$ cat src/rtl/sb_arbiter.sv
// Two-master round-robin arbiter for the LED panel slow bus.
// Each master has a one-deep holding register; read data is routed back to the owner after RD_LAT cycles.
module sb_arbiter #(
    parameter int RD_LAT = 1
) (
    input  logic        clk,
    input  logic        rst,

    input  logic [16:1] m0_addr,
    input  logic        m0_wr,
    input  logic [15:0] m0_wr_data,
    input  logic        m0_rd,
    output logic [15:0] m0_rd_data,
    output logic        m0_rd_valid,
    output logic        m0_busy,
    output logic        m0_err,

    input  logic [16:1] m1_addr,
    input  logic        m1_wr,
    input  logic [15:0] m1_wr_data,
    input  logic        m1_rd,
    output logic [15:0] m1_rd_data,
    output logic        m1_rd_valid,
    output logic        m1_busy,
    output logic        m1_err,

    output logic [16:1] sb_addr,
    output logic        sb_wr,
    output logic [15:0] sb_wr_data,
    output logic        sb_rd,
    input  logic [15:0] sb_rd_data
);

    localparam logic [1:0] IDLE    = 2'd0;
    localparam logic [1:0] XFER    = 2'd1;
    localparam logic [1:0] RD_WAIT = 2'd2;

    logic [1:0]  state;
    logic [3:0]  lat_cnt;
    logic        owner;
    logic        last_grant;

    logic [1:0]  pend;
    logic [1:0]  hold_wr;
    logic [16:1] hold_addr [2];
    logic [15:0] hold_data [2];

    logic [1:0]  err;
    logic [1:0]  rd_valid;
    logic [15:0] rd_data [2];

    logic [1:0]  busy;
    logic [1:0]  in_wr;
    logic [1:0]  in_rd;
    logic [16:1] in_addr [2];
    logic [15:0] in_data [2];

    logic        grant_valid;
    logic        grant_sel;

    assign in_wr      = {m1_wr, m0_wr};
    assign in_rd      = {m1_rd, m0_rd};
    assign in_addr[0] = m0_addr;
    assign in_addr[1] = m1_addr;
    assign in_data[0] = m0_wr_data;
    assign in_data[1] = m1_wr_data;

    // A master stays busy from capture until its own transaction leaves the bus.
    assign busy[0] = pend[0] | ((state != IDLE) & ~owner);
    assign busy[1] = pend[1] | ((state != IDLE) & owner);

    // On a tie the master that did not win last time goes first.
    assign grant_valid = (state == IDLE) & (|pend);
    assign grant_sel   = (&pend) ? ~last_grant : pend[1];

    always_ff @(posedge clk) begin
        if (rst) begin
            state      <= IDLE;
            lat_cnt    <= '0;
            owner      <= 1'b0;
            last_grant <= 1'b1;
            pend       <= '0;
            hold_wr    <= '0;
            err        <= '0;
            rd_valid   <= '0;
            sb_addr    <= '0;
            sb_wr      <= 1'b0;
            sb_wr_data <= '0;
            sb_rd      <= 1'b0;
            for (int i = 0; i < 2; i++) begin
                hold_addr[i] <= '0;
                hold_data[i] <= '0;
                rd_data[i]   <= '0;
            end
        end else begin
            rd_valid <= '0;

            // A write wins over a simultaneous read; strobes while busy are dropped and flagged.
            for (int i = 0; i < 2; i++) begin
                if (in_wr[i] || in_rd[i]) begin
                    if (!busy[i]) begin
                        pend[i]      <= 1'b1;
                        hold_wr[i]   <= in_wr[i];
                        hold_addr[i] <= in_addr[i];
                        hold_data[i] <= in_data[i];
                    end else begin
                        err[i] <= 1'b1;
                    end
                end
            end

            case (state)
                IDLE: begin
                    if (grant_valid) begin
                        pend[grant_sel] <= 1'b0;
                        owner           <= grant_sel;
                        last_grant      <= grant_sel;
                        sb_addr         <= hold_addr[grant_sel];
                        if (hold_wr[grant_sel]) begin
                            sb_wr      <= 1'b1;
                            sb_wr_data <= hold_data[grant_sel];
                        end else begin
                            sb_rd <= 1'b1;
                        end
                        state <= XFER;
                    end
                end
                XFER: begin
                    sb_wr <= 1'b0;
                    sb_rd <= 1'b0;
                    if (sb_rd) begin
                        lat_cnt <= 4'(RD_LAT - 1);
                        state   <= RD_WAIT;
                    end else begin
                        state <= IDLE;
                    end
                end
                RD_WAIT: begin
                    if (lat_cnt == 4'd0) begin
                        rd_data[owner]  <= sb_rd_data;
                        rd_valid[owner] <= 1'b1;
                        state           <= IDLE;
                    end else begin
                        lat_cnt <= lat_cnt - 4'd1;
                    end
                end
                default: state <= IDLE;
            endcase
        end
    end

    assign m0_rd_data  = rd_data[0];
    assign m1_rd_data  = rd_data[1];
    assign m0_rd_valid = rd_valid[0];
    assign m1_rd_valid = rd_valid[1];
    assign m0_busy     = busy[0];
    assign m1_busy     = busy[1];
    assign m0_err      = err[0];
    assign m1_err      = err[1];

endmodule
$ cat config.mk
export PLATFORM = sky130hd
export DESIGN_NAME = sb_arbiter
export DESIGN_NICKNAME = d
export VERILOG_FILES = /design/src/rtl/sb_arbiter.sv
export SDC_FILE = /design/constraint.sdc
export NUM_CORES = 1
export LEC_CHECK = 0
export CAP_MARGIN = 25
export CORE_MARGIN = 5
export CORE_UTILIZATION = 49
export CTS_CLUSTER_SIZE = 24
export DETAILED_ROUTE_END_ITERATION = 10
export HOLD_SLACK_MARGIN = 0.1
export PLACE_DENSITY = 0.81
export SKIP_LAST_GASP = 1
export SLEW_MARGIN = 0
export SYNTH_ARGS = -nofsm -noshare
export SYNTH_HDL_FRONTEND = slang
export SYNTH_SLANG_ARGS = --single-unit
$ cat constraint.sdc
create_clock -name clk -period 5.6 [get_ports clk]
set_input_delay 0.56 -clock clk [delete_from_list [all_inputs] [get_ports clk]]
set_output_delay 0.56 -clock clk [all_outputs]
set_load 0.03 [all_outputs]
==> metrics.cfg <==
[route]
routed_wl_um = 13800
drt_iter0_markers = 384
wl_per_cell_um = 17.1
postRouteAntennaNets = 0
viasPerCell = 5.23
dr_total_vias = 4233
drc = 0
drtPass1Iterations = 5

[yosys]
ys_top_cells_by_count = 96 x and2_1, 96 x edfxtp_1, 50 x dfxtp_1
synth-seq-cells = 146
syn_inst = 499
syn_nets = 587
syn-cell-area_mm2 = 0.00598
synth_area_leader_cell = edfxtp_1
synth_edf_count = 96
ys_types = 37
synthArstFlopShare_pct = 0
synth_top_area_share_pct = 48.2
synth_warnings = 0
synth_top_cells_by_area = edfxtp_1 48%, dfxtp_1 17%, and2_1 10%
synth_sequential_area_ratio_pct = 65.0
ys.flop_type = edfxtp_1
avgSynthCellArea_um2 = 12.0

[worst_setup_path]
required_ps = 5040
cp-start-kind = flop
crit_path_max_fanout = 9
worst_r2r_path_depth = 5
path_class = flop to output port
critical_path.endpoint_type = output port
cp.arrival_ps = 2320

[min_path]
hold_depth = 2
hold_path.class = flop to flop

[clocking]
ctsHtreeMaxLevel = 4
cts_buffer_depth = 2
cts_resized = 0
clock_sinks = 146
clk_latency_ps = 410
cts_tree = yes
path_clk_slew_ps = 60
cts-root-buf = clkbuf_16
cts_made_buffers = 17
cts_hold_buf = 0
post-cts-setup-buffers = 0

[cells_and_area]
diodes = 0
final.fill_count = 861
drive_above_1_share_pct = 8.31
multiInputGateArea_mm2 = 0.00190
final-seq-area_mm2 = 0.00388
area_delta_synth_final_pct = 38.2
fin_nets = 737

[grt]
grt_pass1_wl_um = 22100
grt_pass1_vias = 4246
grt-busiest-layer = met2
grt_max_degree = 56
grt_util_met1_pct = 25.0
overflow = 0
grt_usage_pct = 19.4
antenna_found_initial = 0
met2_usage_pct = 31.6
met3_usage_pct = 5.10

[sta]
fmax_mhz = 347
layout_min_cycle_time_ps = 2880
min_period_over_period_pct = 51.5
final_hold_viol_count = 0
clock_skew_ps = 8.10
slew_violations = 0
setup_viol = 0
setup_tns_ps = 0
max_slew_margin_pct = 37.4
rsz0062_at_grt = no
timing.hold.ws_ps = 457
tightest_slew_ps = 940

[power_and_ir_drop]
peakVddDrop_mv = 0.200
cellLeakagePower_nw = 2.99
power_mw = 3.12
power_density_mw_per_mm2 = 377

[die]
die_w_um = 120
coreArea_mm2 = 0.0120
pin_count = 158
die_area_mm2 = 0.0145
start_util_pct = 49.8
rows = 40
die_y_um = 120

[place]
gp_congestion = 0.787
io_buffers = 157
dp_hpwl_um = 9450

[run_status]
status = finished clean

[job]
drv_cap = 0

==> per-layer routing <==
metal  up-vias  part of all wire (%)
li1       2054                     -
met5         -                     0
met2       183                    48
met4         0                   1.9
met1      1977                    42
met3        19                   8.1
==> power by group <==
| part | internal (mW) | switching (mW) | total [mW] |
|---|---|---|---|
| Clock | 0.660 | 0.409 | 1.07 |
| Sequential | 1.31 | 0.0801 | 1.39 |
| Combinational | 0.275 | 0.379 | 0.654 |
==> sequential cells by signal, summed over array words and instances (netlist names) <==
name / count
hold_addr: 32
hold_data: 32
rd_data: 32
sb_addr: 16
sb_wr_data: 16
lat_cnt: 4
err: 2
hold_wr: 2
pend: 2
rd_valid: 2
state: 2
last_grant: 1
owner: 1
sb_rd: 1
sb_wr: 1
==> logic make-up after synthesis <==
family                   share of synthesized area, %
AO/OA/AOI/OAI                                    10.1
adder cells (fa/ha/maj)                         0.418
multiplexers                                    0.335
buffers and inverters                            3.66
AND/OR/NAND/NOR                                  20.5
flip-flops                                       65.0
==> critical path, cell delays in order (launching register included) <==
cell and delay, ps:
dfxtp_1 510, nor2_1 180, o21ai_0 450, clkdlybuf4s50_1 770
==> layout make-up <==
| cell class | count | area share (%) |
|---|---|---|
| well taps | 147 | 2.23 |
| repair buffers | 163 | 19.9 |
| inverters | 23 | 1.04 |
| clock buffers | 20 | 5.40 |
| multi-input cells | 298 | 23.0 |
| flip-flops and latches | 146 | 47.0 |
| clock inverters | 12 | 1.42 |
==> layout by cell type (no fill, tap or decap), types with 2 or more instances in the layout <==
cell type	instances
nand2b_1	21
and2_1	96
nand2b_2	2
ha_1	2
a21oi_1	10
clkbuf_1	2
clkinv_2	4
edfxtp_1	96
o21ai_0	22
mux2i_1	2
or2_2	3
o211ai_1	2
nand3b_1	18
a221oi_2	10
nor2_1	25
bufinv_16	2
dfxtp_1	50
buf_4	4
nand2_1	41
inv_1	23
a221oi_1	7
clkdlybuf4s50_1	156
a311oi_1	16
nor3_1	4
clkinv_1	2
clkinvlp_4	4
o31ai_1	2
clkbuf_16	17
==> through the flow <==
| step | instance area [um^2] | instances | util [%] | worst slack, ps |
|---|---|---|---|---|
| final | 8260 | 809 | 68.8 | 2720 |
| after global placement | 7650 | 775 | 63.7 | 2860 |
| after CTS | 8260 | 809 | 68.8 | 2740 |
| after global routing | 8260 | 809 | 68.8 | 2660 |
| after detailed placement | 7700 | 777 | 64.1 | 2910 |
| after floorplan | 5980 | 499 | - | 3230 |
==> worst paths after layout <==
| check | from | endpoint | slack, ps |
|---|---|---|---|
| worst max-delay path | state[1] | m0_busy | 2720 |
| worst min register to register | err[0] | err[0] | 460 |
| worst max register to register | pend[1] | sb_wr_data[1] | 2890 |
| worst min-delay path | err[0] | err[0] | 460 |
No activity file was read; power rests on OpenSTA's default activity.
